`config.mk`:
```
export PLATFORM = sky130hd
export DESIGN_NAME = wheel_update_sequencer
export DESIGN_NICKNAME = d
export VERILOG_FILES = /design/src/rtl/wheel_update_sequencer.sv
export SDC_FILE = /design/constraint.sdc
export NUM_CORES = 1
export LEC_CHECK = 0
export ABC_AREA = 1
export BUFFER_PORTS_ARGS = -buffer_cell sky130_fd_sc_hd__buf_4
export CAP_MARGIN = 15
export CORE_MARGIN = 2
export CORE_UTILIZATION = 55
export CTS_BUF_LIST = sky130_fd_sc_hd__clkbuf_8
export CTS_CLUSTER_DIAMETER = 30
export DETAILED_ROUTE_END_ITERATION = 12
export GPL_TIMING_DRIVEN = 0
export PLACE_DENSITY = 0.91
export SLEW_MARGIN = 5
export SYNTH_ARGS = -nofsm -noshare
export SYNTH_HDL_FRONTEND = slang
export SYNTH_SLANG_ARGS = --single-unit
```
`constraint.sdc`:
```
create_clock -name WHEEL_UPDATE_SEQUENCER_CLOCK -period 5.5 [get_ports WHEEL_UPDATE_SEQUENCER_CLOCK]
set_input_delay 0 -clock WHEEL_UPDATE_SEQUENCER_CLOCK [delete_from_list [all_inputs] [get_ports WHEEL_UPDATE_SEQUENCER_CLOCK]]
set_output_delay 0 -clock WHEEL_UPDATE_SEQUENCER_CLOCK [all_outputs]
set_load 0.02 [all_outputs]
```
`src/rtl/wheel_update_sequencer.sv`:
```
// Runs the rpm and rad/s conversion for every wheel through one shared multiplier,
// then commits the whole result set in a single cycle.
module wheel_update_sequencer #(
    parameter int unsigned        N_WIDTH   = 17,
    parameter int unsigned        RPM_DATA  = 8,
    parameter int unsigned        WHEELS    = 4,
    parameter int unsigned        TIMEOUT   = 64,
    parameter logic [N_WIDTH-1:0] K_PUL2RPM = 17'h004C5,
    parameter logic [N_WIDTH-1:0] K_RPM2RAD = 17'h0001B
) (
    input  logic                        WHEEL_UPDATE_SEQUENCER_CLOCK,
    input  logic                        WHEEL_UPDATE_SEQUENCER_RESET_InLow,
    input  logic                        WHEEL_UPDATE_SEQUENCER_TICK_In,
    input  logic [WHEELS*RPM_DATA-1:0]  WHEEL_UPDATE_SEQUENCER_COUNT_InBus,
    output logic                        WHEEL_UPDATE_SEQUENCER_MULREQ_Out,
    output logic [N_WIDTH-1:0]          WHEEL_UPDATE_SEQUENCER_MULA_OutBus,
    output logic [N_WIDTH-1:0]          WHEEL_UPDATE_SEQUENCER_MULB_OutBus,
    input  logic                        WHEEL_UPDATE_SEQUENCER_MULACK_In,
    input  logic [N_WIDTH-1:0]          WHEEL_UPDATE_SEQUENCER_MULRESULT_InBus,
    output logic [WHEELS*N_WIDTH-1:0]   WHEEL_UPDATE_SEQUENCER_RPM_OutBus,
    output logic [WHEELS*N_WIDTH-1:0]   WHEEL_UPDATE_SEQUENCER_RAD_OutBus,
    output logic                        WHEEL_UPDATE_SEQUENCER_BUSY_Out,
    output logic                        WHEEL_UPDATE_SEQUENCER_DONE_Out,
    output logic                        WHEEL_UPDATE_SEQUENCER_OVERRUN_Out,
    output logic                        WHEEL_UPDATE_SEQUENCER_TIMEOUT_Out
);
    localparam int unsigned WH_W  = (WHEELS > 1) ? $clog2(WHEELS) : 1;
    localparam int unsigned TO_W  = $clog2(TIMEOUT + 1);
    localparam int unsigned CNT_W = WHEELS * RPM_DATA;
    localparam int unsigned BUS_W = WHEELS * N_WIDTH;

    typedef enum logic [1:0] {IDLE, REQ, GAP, DONE} state_t;

    state_t             state_q, state_d;
    logic [WH_W-1:0]    wheel_q, wheel_d;
    logic               rad_op_q, rad_op_d;
    logic [TO_W-1:0]    wait_q, wait_d;
    logic [CNT_W-1:0]   cnt_q, cnt_d;
    logic [BUS_W-1:0]   rpm_sh_q, rpm_sh_d, rad_sh_q, rad_sh_d;
    logic [BUS_W-1:0]   rpm_out_q, rad_out_q;
    logic [N_WIDTH-1:0] mula_q, mula_d, mulb_q, mulb_d, slot_val;
    logic               mulreq_q, busy_q, done_q;
    logic               overrun_q, overrun_d, timeout_q, timeout_d;
    logic               last_op;

    assign last_op = rad_op_q && (wheel_q == WH_W'(WHEELS - 1));

    // Next-state, op sequencing and shadow capture
    always_comb begin
        state_d   = state_q;
        wheel_d   = wheel_q;
        rad_op_d  = rad_op_q;
        wait_d    = wait_q;
        cnt_d     = cnt_q;
        rpm_sh_d  = rpm_sh_q;
        rad_sh_d  = rad_sh_q;
        overrun_d = overrun_q;
        timeout_d = timeout_q;
        slot_val  = WHEEL_UPDATE_SEQUENCER_MULACK_In ? WHEEL_UPDATE_SEQUENCER_MULRESULT_InBus
                                                     : '0;
        unique case (state_q)
            IDLE: begin
                if (WHEEL_UPDATE_SEQUENCER_TICK_In) begin
                    cnt_d    = WHEEL_UPDATE_SEQUENCER_COUNT_InBus;
                    wheel_d  = '0;
                    rad_op_d = 1'b0;
                    wait_d   = '0;
                    state_d  = REQ;
                end
            end
            REQ: begin
                if (WHEEL_UPDATE_SEQUENCER_MULACK_In || (wait_q == TO_W'(TIMEOUT - 1))) begin
                    if (!WHEEL_UPDATE_SEQUENCER_MULACK_In) begin
                        timeout_d = 1'b1;
                    end
                    for (int unsigned w = 0; w < WHEELS; w++) begin
                        if (wheel_q == WH_W'(w)) begin
                            if (rad_op_q) begin
                                rad_sh_d[w*N_WIDTH +: N_WIDTH] = slot_val;
                            end else begin
                                rpm_sh_d[w*N_WIDTH +: N_WIDTH] = slot_val;
                            end
                        end
                    end
                    wait_d  = '0;
                    state_d = last_op ? DONE : GAP;
                end else begin
                    wait_d = wait_q + TO_W'(1);
                end
            end
            GAP: begin
                if (rad_op_q) begin
                    wheel_d = wheel_q + WH_W'(1);
                end
                rad_op_d = ~rad_op_q;
                state_d  = REQ;
            end
            DONE: begin
                state_d = IDLE;
            end
            default: state_d = IDLE;
        endcase
        if (WHEEL_UPDATE_SEQUENCER_TICK_In && (state_q != IDLE)) begin
            overrun_d = 1'b1;
        end
    end

    // Operands for the op about to be requested
    always_comb begin
        mula_d = mula_q;
        mulb_d = mulb_q;
        if (state_d == REQ) begin
            for (int unsigned w = 0; w < WHEELS; w++) begin
                if (wheel_d == WH_W'(w)) begin
                    if (rad_op_d) begin
                        mula_d = rpm_sh_d[w*N_WIDTH +: N_WIDTH];
                        mulb_d = K_RPM2RAD;
                    end else begin
                        mula_d = N_WIDTH'({cnt_d[w*RPM_DATA +: RPM_DATA], 8'h00});
                        mulb_d = K_PUL2RPM;
                    end
                end
            end
        end
    end

    always_ff @(posedge WHEEL_UPDATE_SEQUENCER_CLOCK) begin
        if (!WHEEL_UPDATE_SEQUENCER_RESET_InLow) begin
            state_q   <= IDLE;
            wheel_q   <= '0;
            rad_op_q  <= 1'b0;
            wait_q    <= '0;
            cnt_q     <= '0;
            rpm_sh_q  <= '0;
            rad_sh_q  <= '0;
            rpm_out_q <= '0;
            rad_out_q <= '0;
            mula_q    <= '0;
            mulb_q    <= '0;
            mulreq_q  <= 1'b0;
            busy_q    <= 1'b0;
            done_q    <= 1'b0;
            overrun_q <= 1'b0;
            timeout_q <= 1'b0;
        end else begin
            state_q   <= state_d;
            wheel_q   <= wheel_d;
            rad_op_q  <= rad_op_d;
            wait_q    <= wait_d;
            cnt_q     <= cnt_d;
            rpm_sh_q  <= rpm_sh_d;
            rad_sh_q  <= rad_sh_d;
            mula_q    <= mula_d;
            mulb_q    <= mulb_d;
            mulreq_q  <= (state_d == REQ);
            busy_q    <= (state_d != IDLE);
            done_q    <= (state_d == DONE);
            overrun_q <= overrun_d;
            timeout_q <= timeout_d;
            // Commit includes the final result captured on this same edge
            if (state_d == DONE) begin
                rpm_out_q <= rpm_sh_d;
                rad_out_q <= rad_sh_d;
            end
        end
    end

    assign WHEEL_UPDATE_SEQUENCER_MULREQ_Out  = mulreq_q;
    assign WHEEL_UPDATE_SEQUENCER_MULA_OutBus = mula_q;
    assign WHEEL_UPDATE_SEQUENCER_MULB_OutBus = mulb_q;
    assign WHEEL_UPDATE_SEQUENCER_RPM_OutBus  = rpm_out_q;
    assign WHEEL_UPDATE_SEQUENCER_RAD_OutBus  = rad_out_q;
    assign WHEEL_UPDATE_SEQUENCER_BUSY_Out    = busy_q;
    assign WHEEL_UPDATE_SEQUENCER_DONE_Out    = done_q;
    assign WHEEL_UPDATE_SEQUENCER_OVERRUN_Out = overrun_q;
    assign WHEEL_UPDATE_SEQUENCER_TIMEOUT_Out = timeout_q;

endmodule

```
==> reports/qor.yml <==
status: "completed"
hpwl_um: 31320
ant_nets: 0
core_area_um2: 23400
fillCellCount: 1804
die-area_um2: 25030
slowest_stage: "a21boi_0"
synth_edf_count: 0
worst_pin_slew_ps: 940.3
ys_top_cells_by_area: "dfxtp_1, nand2_1, a21oi_1"
rows: 56
clock_sinks: 324
cts-resized-gates: 0
drc: 0
cp.arrival_ps: 3050
cts_tree: "done"
fmax_mhz: 381.0
wire_per_inst_um: 18.78
path_depth: 11
num_io_pins: 228
rsz0062_at_grt: "no"
placedCellCount: 2281
cp_max_fo: 10
drv_cap: 0
reg2reg_depth: 11
synth.avg_cell_area_um2: 7.529
r2r_start: "wheel_q[0]"
finalClockSkew_ps: 28.93
power_mw: 5.176
yosys_warnings: 0
powerDensity_nw_per_um2: 310.4
routed.top_layer: "met4"
gp_congestion: 0.9619
final-setup-viol-count: 0
insertion_delay_ps: 600
postLayoutCoreUtil: 0.7127
netlist_top_cells_count: "dfxtp_1, nand2_1, nor2_1, inv_1"
ir_drop_uv: 204.7
synth_area_um2: 13080
post-cts-setup-buffers: 0
cp_top_family: "simple AND/OR/NAND/NOR gates"
vias: 13255
routed_wl_um: 45330
hold_class: "primary input to register"
dr_wl_met2_um: 21140
cts_buffers: 55
synthFlopType: "dfxtp_1"
antenna_found_initial: 1
crit_buf_inv: 2
cpPeakStageDelay_ps: 470
die_w_um: 158.2
drt_iter0_markers: 1241
reg2reg_to: "WHEEL_UPDATE_SEQUENCER_MULA_OutBus[16]"
cts_buffer_depth: 3
hold_buffers: 35
rrSetupSlack_ps: 2880
fin_area_um2: 16680
grt_max_degree: 14
crit_required_ps: 5930
period_share: 0.4773
viasPerCell: 5.493
place.port_buffers: 217
wl_met1_um: 16850
ys_ff_latch: 324
path_common_cell: "nand2_1"
drtPass1Iterations: 8
root_buffer: "clkbuf_8"
yosysUniqueCellTypes: 42
clkTransAtPathRegs_ps: 70
slew_viol_final: 0
p_leak_nw: 7.668
synth_largest_area_cell: "dfxtp_1"
hold_path_depth: 5
relSlewSlack: 0.3731
hold_viol_final: 0
grt_overflow: 0
min_from: "WHEEL_UPDATE_SEQUENCER_MULRESULT_InBus[1]"
place_area_um2: 15140
grt_pass1_wl_um: 68040
syn2layout_area_growth_pct: 27.54
grt_pass1_vias: 13059
fin_tns_setup_ps: 0
drive_gt1_frac: 0.2136
crit_path_end_kind: "register"
multi_input_area_um2: 5293
fin_nets: 2112
fin_cells: 2413
die_h_um: 158.2
yosysTopAreaCellShare: 0.4960
postSynthCellCount: 1737
hold_end: "WHEEL_UPDATE_SEQUENCER_RAD_OutBus[52]"
start_util: 0.5588
critical_path.cell_chain: "inv_1, ha_1, inv_1, nor3_4, nand2_4, a21boi_0, nand2_1, nand3_1, nand2_1, nand2_1, a21oi_1"
path_class: "register to register"
min_period_ps: 2625
grtUsageTotal: 0.3544
yosysMostFrequentCell: "dfxtp_1"
htree_num_levels: 2
seqCellArea_um2: 6486
async_flop_share: 0
wl_met3_um: 4528
ys_seq_area_frac: 0.4960
critPathLaunchType: "register"
where the power goes:
group	leakage, nW	switching (mW)	internal (mW)
clock	0.644	1.01	1.31
sequential	2.62	0.0193	2.39
combinational	4.40	0.298	0.145
per-stage QoR:
| step | hold slack (ps) | worst slack [ps] |
|---|---|---|
| floorplan | 144.7 | 3569 |
| global placement | 275.5 | 3021 |
| detailed placement | 287.9 | 2976 |
| CTS | 28.85 | 2923 |
| global route | 52.59 | 2646 |
| finish | 54.76 | 2875 |
worst max-delay path by stage:
stage | startpoint | to
floorplan | wheel_q[0] | WHEEL_UPDATE_SEQUENCER_MULA_OutBus[8]
global placement | wheel_q[0] | WHEEL_UPDATE_SEQUENCER_MULA_OutBus[16]
detailed placement | wheel_q[0] | WHEEL_UPDATE_SEQUENCER_MULA_OutBus[16]
CTS | wheel_q[0] | WHEEL_UPDATE_SEQUENCER_MULA_OutBus[16]
global route | wheel_q[0] | WHEEL_UPDATE_SEQUENCER_MULA_OutBus[16]
finish | wheel_q[0] | WHEEL_UPDATE_SEQUENCER_MULA_OutBus[16]
layout make-up:
| class | instances | area share |
|---|---|---|
| Clock inverter | 28 | 0.01523 |
| Inverter | 190 | 0.04276 |
| Timing Repair Buffer | 252 | 0.1187 |
| Buffer | 121 | 0.03691 |
| Sequential cell | 324 | 0.3889 |
| Multi-Input combinational cell | 1110 | 0.3173 |
| Antenna cell | 1 | 0.0001500 |
| Tap cell | 319 | 0.02393 |
| Clock buffer | 68 | 0.05611 |
placed cells by master (no fill, tap or decap), drive strengths merged, types with 17 or more instances in the layout:
master / count
nand2: 334
nand4: 17
nand3: 46
a21oi: 177
dfxtp: 324
o211ai: 52
dlygate4sd3: 35
nor2: 230
buf: 287
o21ai: 191
or2: 28
clkbuf: 119
inv: 202
worst reg2reg max path, delay by kind of cell, from the launching register on:
kind | cells | cell delay [ps]
AOI/OAI and AO/OA | 2 | 530
and+or+nand+nor | 6 | 1060
DFF | 1 | 340
buffers and inverters | 2 | 270
adders and majority gates | 1 | 270
state kept, by name, summed over array words and instances, names as in the netlist:
| name | cells |
|---|---|
| state_q | 2 |
| WHEEL_UPDATE_SEQUENCER_OVERRUN_Out | 1 |
| WHEEL_UPDATE_SEQUENCER_MULREQ_Out | 1 |
| WHEEL_UPDATE_SEQUENCER_RAD_OutBus | 68 |
| WHEEL_UPDATE_SEQUENCER_BUSY_Out | 1 |
| WHEEL_UPDATE_SEQUENCER_DONE_Out | 1 |
| wheel_q | 2 |
| rpm_sh_q | 68 |
| WHEEL_UPDATE_SEQUENCER_MULA_OutBus | 17 |
| wait_q | 7 |
| WHEEL_UPDATE_SEQUENCER_MULB_OutBus | 3 |
| rad_op_q | 1 |
| cnt_q | 32 |
| WHEEL_UPDATE_SEQUENCER_TIMEOUT_Out | 1 |
| WHEEL_UPDATE_SEQUENCER_RPM_OutBus | 68 |
| rad_sh_q | 51 |
routing by layer:
| layer | global-route usage | vias to the layer above |
|---|---|---|
| met5 | 0 | - |
| met4 | 0.2124 | 0 |
| met3 | 0.08103 | 205 |
| met2 | 0.5975 | 770 |
| met1 | 0.4111 | 6087 |
| li1 | - | 6193 |
logic make-up (layout without fill, tap and decap cells):
kind of cell / Yosys count / after routing / synth area share
AND/OR/NAND/NOR: 662 / 662 / 0.2159
multiplexers: 1 / 1 / 0.0007654
other: 1 / 10 / 0.0002868
AO/OA/AOI/OAI: 433 / 433 / 0.1806
adder cells (fa/ha/maj): 5 / 5 / 0.004784
buffers and inverters: 311 / 659 / 0.1016
flip-flops: 324 / 324 / 0.4960
Power figures use the tool's default switching activity.
